==> src/rtl/counter_cmd_arbiter_pkg.sv <==
// rtl/counter_cmd_arbiter_pkg.sv - shared types and idle control values for the counter command arbiter
package counter_ctrl_pkg;

  typedef enum logic [1:0] {
    OP_LOAD = 2'd0,
    OP_INC  = 2'd1,
    OP_DEC  = 2'd2,
    OP_READ = 2'd3
  } op_t;

  typedef enum logic [1:0] {
    ARB   = 2'd0,
    DRIVE = 2'd1,
    RESP  = 2'd2
  } state_t;

  localparam logic IDLE_LOAD_N  = 1'b1;
  localparam logic IDLE_CE      = 1'b0;
  localparam logic IDLE_UP_DOWN = 1'b1;

endpackage

==> src/rtl/counter_cmd_arbiter_if.sv <==
// rtl/counter_cmd_arbiter_if.sv - requester command and response bus
interface counter_cmd_arbiter_if #(
  parameter int WIDTH = 4,
  parameter int NREQ  = 4
);
  localparam int IDW = $clog2(NREQ);

  logic [NREQ-1:0]            req_valid;
  logic [NREQ-1:0][1:0]       req_op;
  logic [NREQ-1:0][WIDTH-1:0] req_data;
  logic [NREQ-1:0]            req_ready;
  logic                       rsp_valid;
  logic [IDW-1:0]             rsp_id;
  logic [WIDTH-1:0]           rsp_count;
  logic                       rsp_err;

  modport master (
    output req_valid, req_op, req_data,
    input  req_ready, rsp_valid, rsp_id, rsp_count, rsp_err
  );

  modport slave (
    input  req_valid, req_op, req_data,
    output req_ready, rsp_valid, rsp_id, rsp_count, rsp_err
  );
endinterface

==> src/rtl/counter_cmd_arbiter_rr.sv <==
// rtl/counter_cmd_arbiter_rr.sv - round-robin grant selection with its own rotating pointer
module rr_arbiter #(
  parameter int NREQ = 4,
  parameter int IDW  = $clog2(NREQ)
) (
  input  logic            clk,
  input  logic            rst_n,
  input  logic [NREQ-1:0] req,
  input  logic            advance,
  output logic [NREQ-1:0] grant,
  output logic [IDW-1:0]  grant_id
);
  logic [IDW-1:0] ptr;
  logic [IDW-1:0] idx;
  logic           found;

  // Search begins at ptr, which sits one past the last granted requester.
  always_comb begin
    grant    = '0;
    grant_id = '0;
    found    = 1'b0;
    idx      = '0;
    for (int i = 0; i < NREQ; i++) begin
      idx = IDW'((int'(ptr) + i) % NREQ);
      if (!found && req[idx]) begin
        found       = 1'b1;
        grant[idx]  = 1'b1;
        grant_id    = idx;
      end
    end
  end

  always_ff @(posedge clk or negedge rst_n) begin
    if (!rst_n) begin
      ptr <= '0;
    end else if (advance) begin
      ptr <= (grant_id == IDW'(NREQ - 1)) ? '0 : grant_id + 1'b1;
    end
  end
endmodule

==> src/rtl/counter_cmd_arbiter.sv <==
// rtl/counter_cmd_arbiter.sv - serialises requester commands onto a shared up/down load counter
module counter_cmd_arbiter
  import counter_ctrl_pkg::*;
#(
  parameter int WIDTH    = 4,
  parameter int NREQ     = 4,
  parameter bit SATURATE = 1'b0
) (
  input  logic                 clk,
  input  logic                 rst_n,
  counter_cmd_arbiter_if.slave bus,
  output logic                 load_n,
  output logic                 ce,
  output logic                 up_down,
  output logic [WIDTH-1:0]     data_load,
  input  logic [WIDTH-1:0]     count_out,
  input  logic                 zero,
  input  logic                 max_count
);
  localparam int IDW = $clog2(NREQ);

  state_t           state, state_nxt;
  logic             armed;
  logic [NREQ-1:0]  grant;
  logic [IDW-1:0]   grant_id;
  logic             transfer;
  op_t              sel_op;
  logic [WIDTH-1:0] sel_data;
  logic             blocked;
  logic [IDW-1:0]   cap_id;
  logic             cap_err;
  logic             load_n_nxt, ce_nxt, up_down_nxt;
  logic [WIDTH-1:0] data_load_nxt;

  rr_arbiter #(.NREQ(NREQ), .IDW(IDW)) u_arb (
    .clk      (clk),
    .rst_n    (rst_n),
    .req      (bus.req_valid),
    .advance  (transfer),
    .grant    (grant),
    .grant_id (grant_id)
  );

  // Controls are computed at the transfer edge so they are registered for the DRIVE cycle;
  // the count cannot change before then, so the flags seen now are the ones DRIVE would see.
  always_comb begin
    state_nxt     = state;
    transfer      = 1'b0;
    sel_op        = op_t'(bus.req_op[grant_id]);
    sel_data      = bus.req_data[grant_id];
    blocked       = SATURATE && ((sel_op == OP_INC && max_count) || (sel_op == OP_DEC && zero));
    load_n_nxt    = IDLE_LOAD_N;
    ce_nxt        = IDLE_CE;
    up_down_nxt   = IDLE_UP_DOWN;
    data_load_nxt = '0;
    case (state)
      ARB: begin
        if (armed && |grant) begin
          transfer  = 1'b1;
          state_nxt = DRIVE;
          if (!blocked) begin
            case (sel_op)
              OP_LOAD: begin
                load_n_nxt    = 1'b0;
                data_load_nxt = sel_data;
              end
              OP_INC: ce_nxt = 1'b1;
              OP_DEC: begin
                ce_nxt      = 1'b1;
                up_down_nxt = 1'b0;
              end
              default: ;
            endcase
          end
        end
      end
      DRIVE:   state_nxt = RESP;
      default: state_nxt = ARB;
    endcase
  end

  always_ff @(posedge clk or negedge rst_n) begin
    if (!rst_n) begin
      state     <= ARB;
      armed     <= 1'b0;
      cap_id    <= '0;
      cap_err   <= 1'b0;
      load_n    <= IDLE_LOAD_N;
      ce        <= IDLE_CE;
      up_down   <= IDLE_UP_DOWN;
      data_load <= '0;
    end else begin
      state     <= state_nxt;
      armed     <= 1'b1;
      load_n    <= load_n_nxt;
      ce        <= ce_nxt;
      up_down   <= up_down_nxt;
      data_load <= data_load_nxt;
      if (transfer) begin
        cap_id  <= grant_id;
        cap_err <= blocked;
      end
    end
  end

  // armed keeps grants off while reset is held and for the first edge after release.
  assign bus.req_ready = (state == ARB && armed) ? grant : '0;
  assign bus.rsp_valid = (state == RESP);
  assign bus.rsp_id    = (state == RESP) ? cap_id : '0;
  assign bus.rsp_count = (state == RESP) ? count_out : '0;
  assign bus.rsp_err   = (state == RESP) && cap_err;
endmodule

==> src/flat_wrapper.sv <==
// flat-port wrapper written by rule: the top's interface ports become plain ports
module counter_cmd_arbiter_flat import counter_ctrl_pkg::*;
#(
  parameter int WIDTH    = 4,
  parameter int NREQ     = 4,
  parameter bit SATURATE = 1'b0
)
  (clk, rst_n, load_n, ce, up_down, data_load, count_out, zero, max_count, bus_req_valid, bus_req_op, bus_req_data, bus_req_ready, bus_rsp_valid, bus_rsp_id, bus_rsp_count, bus_rsp_err);
  counter_cmd_arbiter_if #(.WIDTH(WIDTH), .NREQ(NREQ)) bus_i ();
  input  logic clk;
  input  logic rst_n;
  output logic load_n;
  output logic ce;
  output logic up_down;
  output logic [WIDTH-1:0] data_load;
  input  logic [WIDTH-1:0] count_out;
  input  logic zero;
  input  logic max_count;
  input wire logic [$bits(bus_i.req_valid)-1:0] bus_req_valid;
  input wire logic [$bits(bus_i.req_op)-1:0] bus_req_op;
  input wire logic [$bits(bus_i.req_data)-1:0] bus_req_data;
  output wire logic [$bits(bus_i.req_ready)-1:0] bus_req_ready;
  output wire logic [$bits(bus_i.rsp_valid)-1:0] bus_rsp_valid;
  output wire logic [$bits(bus_i.rsp_id)-1:0] bus_rsp_id;
  output wire logic [$bits(bus_i.rsp_count)-1:0] bus_rsp_count;
  output wire logic [$bits(bus_i.rsp_err)-1:0] bus_rsp_err;
  assign bus_i.req_valid = bus_req_valid;
  assign bus_i.req_op = bus_req_op;
  assign bus_i.req_data = bus_req_data;
  assign bus_req_ready = bus_i.req_ready;
  assign bus_rsp_valid = bus_i.rsp_valid;
  assign bus_rsp_id = bus_i.rsp_id;
  assign bus_rsp_count = bus_i.rsp_count;
  assign bus_rsp_err = bus_i.rsp_err;
  counter_cmd_arbiter #(.WIDTH(WIDTH), .NREQ(NREQ), .SATURATE(SATURATE)) u_core (.clk(clk), .rst_n(rst_n), .bus(bus_i), .load_n(load_n), .ce(ce), .up_down(up_down), .data_load(data_load), .count_out(count_out), .zero(zero), .max_count(max_count));
endmodule
==> config.mk <==
export PLATFORM = sky130hd
export DESIGN_NAME = counter_cmd_arbiter_flat
export DESIGN_NICKNAME = d
export VERILOG_FILES = /design/src/rtl/counter_cmd_arbiter_pkg.sv /design/src/rtl/counter_cmd_arbiter_if.sv /design/src/rtl/counter_cmd_arbiter_rr.sv /design/src/rtl/counter_cmd_arbiter.sv /design/src/flat_wrapper.sv
export SDC_FILE = /design/constraint.sdc
export NUM_CORES = 1
export LEC_CHECK = 0
export ABC_CLOCK_PERIOD_IN_PS = 7600
export CORE_MARGIN = 5
export CORE_UTILIZATION = 47
export CTS_CLUSTER_DIAMETER = 30
export DETAILED_ROUTE_END_ITERATION = 16
export GPL_TIMING_DRIVEN = 0
export MAX_ROUTING_LAYER = met4
export PLACE_DENSITY = 0.85
export SYNTH_ARGS = -nofsm -noshare
export SYNTH_HDL_FRONTEND = slang
export SYNTH_HIERARCHICAL = 1
export SYNTH_SLANG_ARGS = --single-unit
==> constraint.sdc <==
create_clock -name clk -period 7.6 [get_ports clk]
set_clock_uncertainty 0.05 [all_clocks]
set_input_delay 1.52 -clock clk [delete_from_list [all_inputs] [get_ports clk]]
set_output_delay 1.52 -clock clk [all_outputs]
set_load 0.005 [all_outputs]
Yosys cells after proc, flatten, opt, wreduce, memory -nomap -nowiden:

Cells that the tools add are included.

* bits of input ports: 36
* bits in latches: 0
* output and inout port bits: 19
* register bits: 14
* memory bits (read-only): 0
* bits in writable memories: 0
* logic and storage cells: 97
* memories kept: 0

* eq/ne operators: 6
* div/mod/pow operators: 0
* magnitude comparators: 9
* bitwise gates (word level): 3
* muxes and demuxes: 51
* shift operators: 0
* multiply operators: 0
* reduce and logical (&&, ||, !) cells: 16
* add/sub/neg operators: 4

Operators with widths (number)
* 2-to-1 mux 4 bit: 10
* 2-to-1 mux 1 bit: 22
* 2-to-1 mux 2 bit: 8
* less-than comparator 2 x 3 -> 1 bit, second input constant: 5
* bitwise OR 4 bit: 3
* logical AND 1 bit: 9
* binary-select mux 1 bit (select 2 bit): 4
* binary-select mux 4 bit (select 2 bit): 1
* demux 1 bit (select 2 bit): 4
* greater-or-equal comparator 2 x 1 -> 1 bit, second input constant: 4
* == test 2 bit, second input constant: 3
* adder 2 x 1 -> 2 bit, second input constant: 2
* adder 2 bit, second input constant: 2
* binary-select mux 2 bit (select 2 bit): 1
* == test 2 x 1 -> 1 bit, second input constant: 2
* logical NOT 2 bit: 2
* one-hot mux 2 bit (2 select lines): 1
* OR reduction 4 bit: 1
* logical NOT 1 bit: 3
* inequality test 2 x 1 -> 1 bit, second input constant: 1
* OR reduction 2 bit: 1

Depth between registers and ports, before layout:

Gate-level depths: netlist (run 1).

* depth in word-level cells: 19
* gate-level depth with buffers: 13
* depth with buffers taken out: 11

Cells and area by module:

Netlist (run 1), hierarchy kept.

Modules (own cells, without submodules)
* rr_arbiter: times used 1, area an instance 721.9 µm², sequential area each 50.0 µm², cells each 81
* counter_cmd_arbiter: times used 1, area an instance 684.4 µm², sequential area each 302.8 µm², cells each 52

Worst setup path before layout (run 1):

OpenSTA, ideal clock, no wires.

* kind: input -> output
* from: input bus_req_valid[0]
* to: output bus_req_ready[1]
* data required time: 6030 ps
* slack: 3234 ps
* path buffers: 1
* cell stages on the path: 6
* data arrival time: 2796 ps
* cells stage by stage: buf_6 -> mux4_2 -> a31o_1 -> a221oi_2 -> o2bb2ai_1 -> and2_1

* word-level cells in the longest chain between the ends: 13
* elaborated cells on any way between the ends: 25
* classes of those cells: 16 x mux; 3 x bitwise; 6 x reduce/logical

RTL lines
* start, declared: line flat_wrapper.sv:19 `input wire logic [$bits(bus_i.req_valid)-1:0] bus_req_valid;`
* binary-select mux 1 bit (select 2 bit): line counter_cmd_arbiter_rr.sv:25 `if (!found && req[idx]) begin`
* 2-to-1 mux 1 bit (implied by the code): line counter_cmd_arbiter_rr.sv:25
* 2-to-1 mux 1 bit: line counter_cmd_arbiter_rr.sv:25
* logical NOT 1 bit: line counter_cmd_arbiter_rr.sv:25
* logical AND 1 bit: line counter_cmd_arbiter_rr.sv:25
* 2-to-1 mux 1 bit: line counter_cmd_arbiter_rr.sv:25
* logical NOT 1 bit: line counter_cmd_arbiter_rr.sv:25
* logical AND 1 bit: line counter_cmd_arbiter_rr.sv:25
* 2-to-1 mux 1 bit: line counter_cmd_arbiter_rr.sv:25
* logical NOT 1 bit: line counter_cmd_arbiter_rr.sv:25
* logical AND 1 bit: line counter_cmd_arbiter_rr.sv:25
* 2-to-1 mux 4 bit *: line counter_cmd_arbiter_rr.sv:25
* via u_core.grant[1]: line counter_cmd_arbiter.sv:24 `logic [NREQ-1:0] grant;`
* 2-to-1 mux 4 bit *: line counter_cmd_arbiter.sv:107 `assign bus.req_ready = (state == ARB && armed) ? grant : '0;`
* end, declared: line flat_wrapper.sv:22 `output wire logic [$bits(bus_i.req_ready)-1:0] bus_req_ready;`

The timed path passes the listed nets; every way through them passes the cells marked *. The select of a mux whose other input is x is not followed.

Final worst setup path (run 1):

* from: input bus_req_valid[3]
* to: output bus_req_ready[2]

The elaborated chain is that of the path after synthesis.

==> impl_metrics.json, run 1 <==
{
  "hold_viol": 0,
  "final_common_cell": "clkdlybuf4s50_1",
  "dieHeight_um": 64.70,
  "reg2reg_from": "u_core/u_arb/ptr[0]",
  "drc_errors": 0,
  "clock_path_buffers": 2,
  "met3WireLength_um": 259,
  "power_mw": 0.7642,
  "synth.distinct_cells": 40,
  "clock-sinks": 14,
  "grt_setup_unrepaired": "false",
  "nets": 232,
  "vias": 1259,
  "p_leak_nw": 0.8175,
  "maxCapViolCount": 0,
  "routed_wl_um": 3454,
  "drtAntennaViolNets": 0,
  "grt_max_degree": 15,
  "cts_setup_buffers": 0,
  "layout.cells.most_common_list": "clkdlybuf4s50_1, dfrtp_1, nor2_1",
  "ys_ff_latch": 14,
  "io_pins": 55,
  "path_clk_slew_ns": 0.08,
  "status": "finished clean",
  "multi_input_area_sq_um": 949.7,
  "grt_pass1_wl_um": 5844,
  "top_layer": "met4",
  "dieWidth_um": 64.70,
  "synth.net_count": 177,
  "globalRoute.totalOverflow": 0,
  "cellPowerDensity_nw_per_um2": 385.6,
  "synth_area_per_cell_sq_um": 10.57,
  "viasPerCell": 5.775,
  "gp_congestion": 0.8331,
  "hp-class": "flip-flop to flip-flop",
  "wl_met1_um": 1238,
  "ys.warnings.count": 6,
  "h-tree-depth": 1,
  "seqCellArea_sq_um": 352.8,
  "cts_hold_buf": 0,
  "drive_gt1_share_pct": 18.72,
  "cp-end-kind": "output pin",
  "cp-startpoint": "bus_req_valid[3]",
  "fmax_mhz": 178.2,
  "wire_per_inst_um": 15.84,
  "antenna_found_initial": 0,
  "grt_pass1_vias": 1386,
  "numCtsBuffers": 3,
  "io_buffers": 50,
  "cts_resized": 0,
  "ys_seq_area_share_pct": 25.09,
  "setup_violations": 0,
  "whs_ns": 0.4194,
  "crit_path_start_kind": "input port",
  "worstSetupEndpoint": "bus_req_ready[2]",
  "arrival_ns": 4.04,
  "antennaDiodeCount": 0,
  "period_minus_slack_ns": 5.613,
  "areaGrowthSynthToFinish_pct": 40.93,
  "peakVddDrop_v": 0.0001921,
  "coreArea_sq_um": 2805,
  "ff2ff_path_depth": 13,
  "finalCritPeriodShare_pct": 73.85,
  "grtUsageTotal_pct": 17.98,
  "start_util_pct": 50.13,
  "required_ns": 6.03,
  "r2r_end": "u_core/ce",
  "syn_inst": 133,
  "relSlewSlack_pct": 61.21,
  "dpl.cell_count": 214,
  "r2r_slack_ns": 3.91,
  "rows": 19,
  "final_cells": 218,
  "netlist_area_sq_um": 1406,
  "wl_met2_um": 1940,
  "critPathKind": "input port to output pin",
  "worst_pin_slew_ns": 0.5800,
  "slew_viol_final": 0,
  "fin_setup_tns_ns": 0,
  "hpwl_um": 2906,
  "critPathMaxFanout": 9,
  "cts_tree": "built",
  "root_buffer": "clkbuf_4",
  "drt_iter0_markers": 52,
  "dieArea_sq_um": 4186,
  "drtPass1Iterations": 4,
  "insertion_delay_ns": 0.27,
  "fillers": 207
}
## sequential cells by signal (all words and copies together), names as in the netlist
name / flops
u_core/state: 2
u_core/u_arb/ptr: 2
u_core/cap_id: 2
u_core/ce: 1
u_core/up_down: 1
u_core/load_n: 1
u_core/data_load: 4
u_core/armed: 1
## critical path, stage by stage
cell and delay [ns]:
clkdlybuf4s50_1 0.55, mux4_2 0.64, a2111oi_1 0.52, o2bb2ai_1 0.20, and2_1 0.18, clkdlybuf4s50_1 0.44
## per-layer routing
| metal | global-route usage (%) | up-vias |
|---|---|---|
| li1 | - | 600 |
| met1 | 18.63 | 601 |
| met4 | 3.958 | 0 |
| met5 | - | - |
| met2 | 35.25 | 56 |
| met3 | 2.763 | 2 |
## synthesized netlist by cell type (all sizes together)
cell type / number / area share, %
dfrtp: 12 / 21
nor2: 12 / 3.2
and2: 11 / 4.9
nand2: 10 / 2.7
mux4: 9 / 14
ha: 8 / 7.1
buf: 6 / 4.1
mux2: 6 / 5.6
mux2i: 5 / 4.4
nor2b: 5 / 2.2
o2bb2ai: 5 / 3.1
and3: 4 / 1.8
inv: 4 / 1.1
nand2b: 4 / 2.3
o22ai: 4 / 1.8
a2111oi: 3 / 2.1
a21oi: 3 / 1.1
clkbuf: 3 / 2.2
conb: 2 / 0.53
dfstp: 2 / 3.7
nor3b: 2 / 2.2
o41a: 2 / 1.6
a2111o: 1 / 0.80
a211oi: 1 / 0.53
a221oi: 1 / 1.1
a31o: 1 / 0.62
nor3: 1 / 0.36
nor4: 1 / 0.45
o211ai: 1 / 0.53
o21ai: 1 / 0.36
o22a: 1 / 0.62
or2b: 1 / 0.62
or3: 1 / 0.45
## layout make-up
class                      count  share of cell area, %
timing repair buffer          50                  25.25
inverter                       4                 0.7576
tap                           31                  1.957
multi-input combinational    106                  47.92
buffer                         9                  4.482
clock buffer                   4                  1.831
sequential                    14                  17.80
## power by group
group | internal, mW | total [mW] | leakage, nW | switching [mW]
Clock | 0.0291 | 0.0505 | 0.0210 | 0.0214
Combinational | 0.312 | 0.594 | 0.621 | 0.282
Sequential | 0.103 | 0.120 | 0.175 | 0.0164
Total | 0.445 | 0.764 | 0.818 | 0.320
## cell families after synthesis
group           count (synthesis)  share of synthesized area (%)
buf+inv                        13                          7.384
fa+ha+maj                       8                          7.118
mux                            20                          24.47
other cells                     2                         0.5340
flops                          14                          25.09
compound gates                 24                          14.23
simple gates                   52                          21.17
## worst min-delay path by stage
stage	from	endpoint	cells past startpoint
floorplan	u_core/state[1]	u_core/state[1]	1
global placement	u_core/state[1]	u_core/state[1]	1
detailed placement	u_core/state[1]	u_core/state[1]	1
CTS	u_core/state[1]	u_core/state[1]	1
global route	u_core/state[1]	u_core/state[1]	1
finish	u_core/state[1]	u_core/state[1]	1
## metrics by stage
step | setup slack [ns] | util, % | instance area (sq um)
after floorplan | 3.234 | - | 1406
after global placement | 2.170 | 69.36 | 1946
after detailed placement | 2.052 | 69.36 | 1946
after CTS | 2.058 | 70.65 | 1982
after global routing | 1.839 | 70.65 | 1982
final | 1.987 | 70.65 | 1982
Note: power is estimated with default switching activity, not from simulation.
==> inputs of run 2 (changes only) <==
Settings changed: ABC_CLOCK_PERIOD_IN_PS 7600 to 5380, CORE_UTILIZATION 47 to 44, PLACE_DENSITY 0.85 to 0.81.
Clock period 7.6 ns to 5.38 ns, I/O delays scaled along.
==> impl_metrics.json, run 2 (synthesis results as in run 1) <==
{
  "viasPerCell": 5.424,
  "multi_input_area_sq_um": 949.7,
  "hp-class": "flip-flop to flip-flop",
  "crit_family": "buffers and inverters",
  "numCtsBuffers": 3,
  "vias": 1253,
  "period_minus_slack_ns": 4.680,
  "drtAntennaViolNets": 0,
  "io_pins": 55,
  "gp_congestion": 0.8285,
  "cts_tree": "built",
  "seqCellArea_sq_um": 352.8,
  "maxCapViolCount": 0,
  "fin_setup_tns_ns": 0,
  "slowest_delay_ns": 0.65,
  "start_util_pct": 46.07,
  "p_sw_share_pct": 41.92,
  "antennaDiodeCount": 0,
  "antenna_found_initial": 0,
  "crit_buf_inv": 2,
  "hold_viol": 0,
  "cp_common_cell": "clkdlybuf4s50_1",
  "critPathMaxFanout": 9,
  "clock_path_buffers": 2,
  "critical_path.cell_chain": "clkdlybuf4s50_1 -> mux4_2 -> a2111oi_1 -> o2bb2ai_1 -> and2_1 -> clkdlybuf4s50_1",
  "hpwl_um": 2884,
  "drc_errors": 0,
  "rows": 20,
  "power_switching_mw": 0.4545,
  "coreArea_sq_um": 3053,
  "drtPass1Iterations": 4,
  "grt_max_degree": 15,
  "intPower_mw": 0.6297,
  "peakVddDrop_v": 0.0003018,
  "r2r_slack_ns": 1.72,
  "slowest_stage": "mux4_2",
  "cp-startpoint": "bus_req_valid[3]",
  "setup_violations": 0,
  "arrival_ns": 3.55,
  "drive_gt1_share_pct": 18.72,
  "power_frac_clock_pct": 6.9,
  "nets": 232,
  "hold_start": "u_core/state[1]",
  "cp-end-kind": "output pin",
  "io_buffers": 50,
  "cellPowerDensity_nw_per_um2": 542.6,
  "globalRoute.totalOverflow": 0,
  "p_seq_share_pct": 15.6,
  "layout.cells.most_common_list": "clkdlybuf4s50_1, dfrtp_1, nor2_1",
  "wire_per_inst_um": 15.13,
  "dieArea_sq_um": 4427,
  "comb_power_share_pct": 77.5,
  "finalCritPeriodShare_pct": 87.00,
  "final_common_cell": "clkdlybuf4s50_1",
  "clock-sinks": 14,
  "root_buffer": "clkbuf_4",
  "routed_wl_um": 3494,
  "cts_resized": 0,
  "reg2reg_from": "u_core/u_arb/ptr[0]",
  "drt_iter0_markers": 51,
  "crit_path_start_kind": "input port",
  "dpl.cell_count": 227,
  "critPathKind": "input port to output pin",
  "fillers": 261,
  "dieHeight_um": 66.54,
  "cts_hold_buf": 0,
  "slew_viol_final": 0,
  "dieWidth_um": 66.54,
  "postLayoutCellArea_sq_um": 1998,
  "grt_pass1_vias": 1309,
  "fmax_mhz": 213.7,
  "grtUsageTotal_pct": 16.84,
  "placed_area_sq_um": 1962,
  "grt_setup_unrepaired": "false",
  "path_clk_slew_ns": 0.09,
  "fin_util_pct": 65.45,
  "insertion_delay_ns": 0.29,
  "p_leak_nw": 0.8175,
  "grt_pass1_wl_um": 5609,
  "final_cells": 231,
  "worst_pin_slew_ns": 0.5885,
  "status": "finished clean",
  "regMostFlops": "u_core/data_load",
  "h-tree-depth": 1,
  "required_ns": 4.25,
  "relSlewSlack_pct": 60.64,
  "cts_setup_buffers": 0,
  "areaGrowthSynthToFinish_pct": 42.08,
  "largest_register_ffs": 4
}
==> run 2: cell counts in the layout (fill, tap and decap cells not counted) <==
Identical to the previous run, type by type.
==> run 2: power by group through the flow <==
stage | clock network, mW | logic (mW) | registers [mW]
2_1_floorplan | 0 | 0.616 | 0.168
4_1_cts | 0.0771 | 0.840 | 0.170
3_5_place_dp | 0 | 0.839 | 0.171
5_1_grt | 0.0827 | 0.919 | 0.173
3_3_place_gp | 0 | 0.804 | 0.169
6_report | 0.0752 | 0.840 | 0.169
==> run 2: per-stage QoR <==
step           worst slack, ns  hold slack, ns  power, mW
3_3_place_gp            0.8229          0.4021     0.9727
2_1_floorplan            1.902          0.3865     0.7835
3_5_place_dp            0.7498          0.4174      1.010
5_1_grt                 0.6478          0.4463      1.176
6_report                0.6995          0.4265      1.084
4_1_cts                 0.7609          0.4303      1.087
==> run 2: final timing paths <==
kind / cells after the start / to
hold reg to reg: 1 / u_core/state[1]
min in group asynchronous: 1 / u_core/data_load[2]
setup reg to reg: 13 / u_core/ce
max in group asynchronous: 1 / u_core/u_arb/ptr[1]
setup / recovery: 6 / bus_req_ready[2]
hold / removal: 1 / u_core/state[1]
==> run 2: layout make-up <==
| class | instances | share of cell area, % |
|---|---|---|
| Multi-Input combinational cell | 106 | 47.53 |
| Buffer | 9 | 4.446 |
| Inverter | 4 | 0.7514 |
| Clock buffer | 4 | 1.816 |
| Timing Repair Buffer | 50 | 25.05 |
| Sequential cell | 14 | 17.66 |
| Tap cell | 44 | 2.755 |
==> run 2: layer usage <==
| layer | vias up | share of wire, % | track usage (%) |
|---|---|---|---|
| met5 | - | 0 | - |
| met4 | 0 | 2.0 | 6.853 |
| met3 | 9 | 4.4 | 2.698 |
| met2 | 46 | 54 | 30.11 |
| met1 | 597 | 39 | 18.54 |
| li1 | 601 | - | - |
==> run 2: worst reg2reg max path, delay by kind of cell (launching register included) <==
kind / cells / cell delay [ns]
muxes: 3 / 1.15
DFF: 1 / 0.44
AOI/OAI and AO/OA: 2 / 0.31
and+or+nand+nor: 1 / 0.13
adders and majority gates: 2 / 0.52
buffers and inverters: 5 / 0.95
